--- src/rtl/fifo_wr_arbiter.sv ---
// -----------------------------------------------------------------------------
// fifo_wr_arbiter
//
// Purpose:
//   Shares the write port of a single fifo between two valid/ready producers.
//   Arbitration is round-robin with burst locking. The current owner keeps the
//   port for up to BURST_LEN consecutive words while the other requester waits.
//   The block also sequences a fifo flush. It pulses fifo_sclr for one cycle,
//   then holds off writes until the fifo reports empty.
//
// Parameters:
//   DW         data width, equal to the fifo din width
//   BURST_LEN  maximum consecutive words per owner under contention (1..15)
//
// Ports:
//   clk          rising-edge clock
//   reset        asynchronous, active-high reset
//   req0_valid   requester 0 has a word
//   req0_data    requester 0 word
//   req0_ready   requester 0 word accepted when valid & ready
//   req1_valid   requester 1 has a word
//   req1_data    requester 1 word
//   req1_ready   requester 1 word accepted when valid & ready
//   flush_req    single-cycle request to clear the fifo
//   flush_busy   high while a flush is in progress
//   fifo_full    full flag from the fifo
//   fifo_empty   empty flag from the fifo
//   fifo_wren    fifo write enable (same cycle as the accept)
//   fifo_din     fifo write data (req0_data when nothing is granted)
//   fifo_sclr    fifo synchronous clear, driven from a flop
//   wr_cnt0/1    (FIFO_ARB_STATS_EN only) wrapping 16-bit accepted-word counts
//
// Configuration macro:
//   FIFO_ARB_STATS_EN  adds per-requester accepted-word counters
// -----------------------------------------------------------------------------
module fifo_wr_arbiter #(
    parameter int DW        = 8,
    parameter int BURST_LEN = 4
) (
    input  logic          clk,
    input  logic          reset,
    input  logic          req0_valid,
    input  logic [DW-1:0] req0_data,
    output logic          req0_ready,
    input  logic          req1_valid,
    input  logic [DW-1:0] req1_data,
    output logic          req1_ready,
    input  logic          flush_req,
    output logic          flush_busy,
    input  logic          fifo_full,
    input  logic          fifo_empty,
    output logic          fifo_wren,
    output logic [DW-1:0] fifo_din,
`ifdef FIFO_ARB_STATS_EN
    output logic [15:0]   wr_cnt0,
    output logic [15:0]   wr_cnt1,
`endif
    output logic          fifo_sclr
);

    typedef enum logic [1:0] {
        ST_RUN  = 2'd0,
        ST_CLR  = 2'd1,
        ST_WAIT = 2'd2
    } state_t;

    localparam logic [3:0] BURST_MAX = 4'(BURST_LEN);

    state_t     r_state;
    state_t     w_state_nxt;
    logic       r_owner;
    logic [3:0] r_burst_cnt;
    logic       r_sclr;

    logic [1:0] w_valid;
    logic       w_grant;
    logic       w_grant_vld;
    logic       w_go;

    assign w_valid = {req1_valid, req0_valid};

    // Grant is decoded from registered owner/credit, so it settles before the
    // edge. The owner keeps the port while it has credit. Otherwise the other
    // side wins if valid. Failing that, the owner continues without credit.
    // NOTE: every signal written here gets a default first, so no path can
    // leave it unassigned and infer a latch.
    always_comb begin
        w_grant     = 1'b0;
        w_grant_vld = 1'b0;
        if (w_valid[r_owner] && (r_burst_cnt < BURST_MAX)) begin
            w_grant     = r_owner;
            w_grant_vld = 1'b1;
        end else if (w_valid[~r_owner]) begin
            w_grant     = ~r_owner;
            w_grant_vld = 1'b1;
        end else if (w_valid[r_owner]) begin
            w_grant     = r_owner;
            w_grant_vld = 1'b1;
        end
    end

    // Gating with reset keeps readies and wren low while reset is held, even
    // though the state register already reads RUN.
    assign w_go = !reset && (r_state == ST_RUN) && !flush_req && !fifo_full
                  && w_grant_vld;

    assign req0_ready = w_go && (w_grant == 1'b0);
    assign req1_ready = w_go && (w_grant == 1'b1);
    assign fifo_wren  = w_go;
    assign fifo_din   = (w_grant_vld && w_grant) ? req1_data : req0_data;
    assign flush_busy = (r_state != ST_RUN);
    assign fifo_sclr  = r_sclr;

    // Flush sequencing: next-state decode
    always_comb begin
        w_state_nxt = r_state;
        unique case (r_state)
            ST_RUN:  if (flush_req) w_state_nxt = ST_CLR;
            ST_CLR:  w_state_nxt = ST_WAIT;
            ST_WAIT: if (fifo_empty) w_state_nxt = ST_RUN;
            default: w_state_nxt = ST_RUN;
        endcase
    end

    // NOTE: sequential state uses non-blocking assignments only, so every
    // flop samples pre-edge values regardless of process ordering.
    always_ff @(posedge clk or posedge reset) begin
        if (reset) begin
            r_state <= ST_RUN;
            r_sclr  <= 1'b0;
        end else begin
            r_state <= w_state_nxt;
            // Registered clear is high exactly during the CLR cycle.
            r_sclr  <= (w_state_nxt == ST_CLR);
        end
    end

    // Owner and burst credit. Reset and the CLR state both leave the owner
    // with no credit, so the next contested grant goes to requester 0.
    always_ff @(posedge clk or posedge reset) begin
        if (reset) begin
            r_owner     <= 1'b1;
            r_burst_cnt <= BURST_MAX;
        end else if (r_state == ST_CLR) begin
            r_owner     <= 1'b1;
            r_burst_cnt <= BURST_MAX;
        end else if (w_go) begin
            if (w_grant != r_owner) begin
                r_owner     <= w_grant;
                r_burst_cnt <= 4'd1;
            end else if (r_burst_cnt < BURST_MAX) begin
                r_burst_cnt <= r_burst_cnt + 4'd1;
            end
        end
    end

`ifdef FIFO_ARB_STATS_EN
    logic [15:0] r_wr_cnt0;
    logic [15:0] r_wr_cnt1;

    // Counters wrap naturally at 16 bits.
    always_ff @(posedge clk or posedge reset) begin
        if (reset) begin
            r_wr_cnt0 <= 16'd0;
            r_wr_cnt1 <= 16'd0;
        end else if (r_state == ST_CLR) begin
            r_wr_cnt0 <= 16'd0;
            r_wr_cnt1 <= 16'd0;
        end else begin
            if (req0_ready) r_wr_cnt0 <= r_wr_cnt0 + 16'd1;
            if (req1_ready) r_wr_cnt1 <= r_wr_cnt1 + 16'd1;
        end
    end

    assign wr_cnt0 = r_wr_cnt0;
    assign wr_cnt1 = r_wr_cnt1;
`endif

endmodule

--- config.mk ---
export PLATFORM = sky130hd
export DESIGN_NAME = fifo_wr_arbiter
export DESIGN_NICKNAME = d
export VERILOG_FILES = /design/src/rtl/fifo_wr_arbiter.sv
export SDC_FILE = /design/constraint.sdc
export NUM_CORES = 1
export LEC_CHECK = 0
export BUFFER_PORTS_ARGS = -buffer_cell sky130_fd_sc_hd__buf_2
export CAP_MARGIN = 25
export CORE_MARGIN = 8
export CORE_UTILIZATION = 40
export CTS_BUF_LIST = sky130_fd_sc_hd__clkbuf_16
export CTS_CLUSTER_DIAMETER = 120
export DETAILED_ROUTE_END_ITERATION = 8
export PLACE_DENSITY_LB_ADDON = 0.05
export SLEW_MARGIN = 40
export SYNTH_ARGS = -nofsm -noshare
export SYNTH_HDL_FRONTEND = slang
export SYNTH_SLANG_ARGS = --single-unit
export TNS_END_PERCENT = 10
--- constraint.sdc ---
create_clock -name clk -period 1.9 [get_ports clk]
set_input_delay 0.095 -clock clk [delete_from_list [all_inputs] [get_ports clk]]
set_output_delay 0.095 -clock clk [all_outputs]
set_load 0.01 [all_outputs]
==> summary.txt <==
status -> completed
FF-to-FF path depth -> 4
Final Non-Filler Cells -> 117
Max Fclk -> 536 MHz
Seq pwr share -> 0.265
P_int -> 0.750 mW
vias per cell -> 4.85
#FFs+latches synth -> 8
Sw Ratio -> 0.305
Worst EP arrival -> 1.77 ns
Final Critical Period -> 1.86 ns
RSZ-0062 raised after global routing -> yes
drt pass-1 iters -> 4
dpl hpwl -> 1180 µm
slowest cell delay on critical path -> 0.54 ns
Routed WL -> 1460 µm
gr usage total -> 0.0983
fillers -> 105
syn_area_per_cell -> 9.48 µm²
critical path's slowest cell -> dfstp_2
DP Cell Count -> 110
switching power -> 0.329 mW
root buf cell -> clkbuf_16
vias in the first global route -> 534
Initial Util -> 0.430
Hold Path Class -> in -> reg
drt drc -> 0
first-pass GRT wire length -> 2210 µm
Slew HR -> 0.654
core area -> 1300 µm²
critical path, cell by cell -> nor2_2, xnor2_1, o21ai_2, buf_6, mux2_2, buf_6
IO buf count -> 35
detailed-route wire length per cell -> 12.5 µm
actual slew at the worst max-slew pin -> 0.516 ns
pin count of the biggest net entering global routing -> 10
final period utilization -> 0.981
nets@finish -> 128
Pwr Density -> 1160 nW/µm²
hold path depth -> 2
total power -> 1.08 mW
Final Hold Viols -> 0
Max FO, Critical Path -> 5
Clk pwr share -> 0.317
CTS sink cnt -> 8
Die Span Y -> 53.4 µm
Req. time, crit path -> 1.80 ns
TritonCTS Buffers -> 3
clock-pin slew on the worst setup and hold paths -> 0.03 ns
CP Capture Type -> primary output
antenna violations before repair -> 0
row count -> 13
Max-cap violations -> 0
syn_nets -> 83
Netlist cell types -> 29
Gate power share -> 0.418
aggregate global routing overflow -> 0
static leakage -> 0.472 nW
sequential area share after synthesis -> 0.362
# IOs -> 36
Routed Antenna Nets -> 0
Max clock buf depth -> 2
Worst IR Drop VDD -> 0.000787 V
CTS HTree Levels -> 1
CTS tree -> done
RePlAce Congestion -> 0.757
critical path class -> reg -> out
Initial DRC Count -> 18
synthesized area -> 559 µm²
clock skew -> 0.000175 ns
share of post-route cells with drive strength above 1 -> 0.569
fin. max-slew vios -> 0
Die W -> 53.4 µm
CP dominant cell by count -> buf_6
later-pin clock latency in the skew report -> 0.22 ns
diode count -> 0
yosys warns -> 0
cell count after synthesis -> 59
final setup fails -> 0
CP Launch Type -> flip-flop
die area -> 2850 µm²
routed vias -> 568
synth-to-layout area growth -> 66.7%
## kinds of logic (layout without fill, tap and decap cells)
| kind of cell | Yosys count | count (layout) | share of synthesized area |
|---|---|---|---|
| simple gates | 21 | 21 | 0.219 |
| compound gates | 14 | 14 | 0.172 |
| mux | 8 | 8 | 0.161 |
| flops | 8 | 8 | 0.362 |
| buf+inv | 6 | 49 | 0.0470 |
| fa+ha+maj | 1 | 1 | 0.0224 |
| xor+xnor | 1 | 1 | 0.0157 |
## registers in the layout, summed over array words and instances (netlist names)
signal / flops
r_owner: 1
fifo_sclr: 1
r_burst_cnt: 4
r_state: 2
## critical path: cells and delay by family (launching register included)
family                    cells  cell delay, ns
buffers and inverters         2            0.27
DFF                           1            0.54
muxes                         1            0.34
AOI/OAI and AO/OA             1            0.21
xor gates and xnor gates      1            0.13
and+or+nand+nor               1            0.06
## power by group through the flow
stage          combinational [mW]  clock [mW]  sequential, mW
6_report                    0.451       0.341           0.286
5_1_grt                     0.499       0.356           0.292
4_1_cts                     0.382       0.348           0.285
3_5_place_dp                0.371           0           0.286
3_3_place_gp                0.367           0           0.285
2_1_floorplan               0.252           0           0.282
## metal layers
metal / vias to the layer above / wire length [µm] / global-route usage
li1: 297 / - / -
met1: 243 / 533 / 0.102
met2: 28 / 687 / 0.178
met3: 0 / 241 / 0.0392
met4: 0 / 0 / 0.0252
met5: - / 0 / 0
## metrics by stage
stage / utilization / area, µm² / worst slack (ns) / hold WS [ns] / TNS [ns]
after global routing: 0.716 / 932 / -0.0357 / 0.121 / -0.193
after floorplan: - / 559 / 0.398 / -0.0908 / 0
after detailed placement: 0.585 / 761 / 0.234 / 0.0684 / 0
after CTS: 0.656 / 853 / 0.00558 / 0.118 / 0
after global placement: 0.585 / 761 / 0.265 / 0.0611 / 0
final: 0.716 / 932 / 0.0353 / 0.115 / 0
## path summary, 6_finish.rpt
check	from	endpoint	slack [ns]
min in group asynchronous	reset	r_state[0]	0.36
worst min register to register	r_burst_cnt[3]	r_burst_cnt[3]	0.53
worst min-delay path	flush_req	r_state[0]	0.11
max in group asynchronous	reset	r_owner	1.27
worst max-delay path	r_burst_cnt[2]	fifo_din[5]	0.04
worst max register to register	r_owner	r_burst_cnt[2]	0.28
## synth_stat cells
cell / count / area, µm²
or4_1: 1 / 7.51
or3_1: 1 / 6.26
o21ai_1: 1 / 5.00
o31ai_1: 1 / 7.51
ha_1: 1 / 12.5
o211ai_1: 2 / 15.0
inv_1: 5 / 18.8
or3b_1: 1 / 8.76
nor3_2: 1 / 10.0
nor2b_1: 2 / 12.5
and2_1: 3 / 18.8
nor2_2: 1 / 6.26
mux2_2: 8 / 90.1
nand2_1: 3 / 11.3
dfstp_2: 2 / 52.6
o21ai_0: 2 / 10.0
nand3_1: 1 / 5.00
nor3_1: 1 / 5.00
dfrtp_1: 6 / 150
o211ai_2: 1 / 12.5
and2b_1: 1 / 7.51
nand2b_1: 2 / 12.5
a21oi_1: 4 / 20.0
xnor2_1: 1 / 8.76
a211oi_1: 1 / 7.51
buf_4: 1 / 7.51
nor2_1: 3 / 11.3
a221o_1: 1 / 10.0
a211o_1: 1 / 8.76
## cell type report
class                   instances  area, µm²  share of cell area
clock buffers                   3       75.1              0.0805
well taps                      15       18.8              0.0201
flip-flops and latches          8        203               0.217
repair buffers                 41        280               0.301
inverters                       5       18.8              0.0201
multi-input cells              45        337               0.361
## layout by cell type (no fill, tap or decap), drive strengths merged
| master | n |
|---|---|
| xnor2 | 1 |
| nand2b | 2 |
| a211o | 1 |
| o31ai | 1 |
| or3b | 1 |
| o211ai | 3 |
| inv | 5 |
| and2 | 3 |
| ha | 1 |
| buf | 40 |
| nand3 | 1 |
| and2b | 1 |
| a21oi | 4 |
| nand2 | 3 |
| dlygate4sd3 | 1 |
| o21ai | 3 |
| a221o | 1 |
| nor2 | 4 |
| or4 | 1 |
| a211oi | 1 |
| dfrtp | 6 |
| mux2 | 8 |
| clkbuf | 3 |
| nor3 | 2 |
| dfstp | 2 |
| nor2b | 2 |
| or3 | 1 |
## what timing repair did
action	in CTS	in global routing
pin swaps	0	1
hold endpoints to repair	6	0
hold buffers	1	0
setup buffers	1	1
endpoints found under the setup margin	8	8
gates resized for setup	0	14
cloned	0	1
No activity file was read; power rests on OpenSTA's default activity.
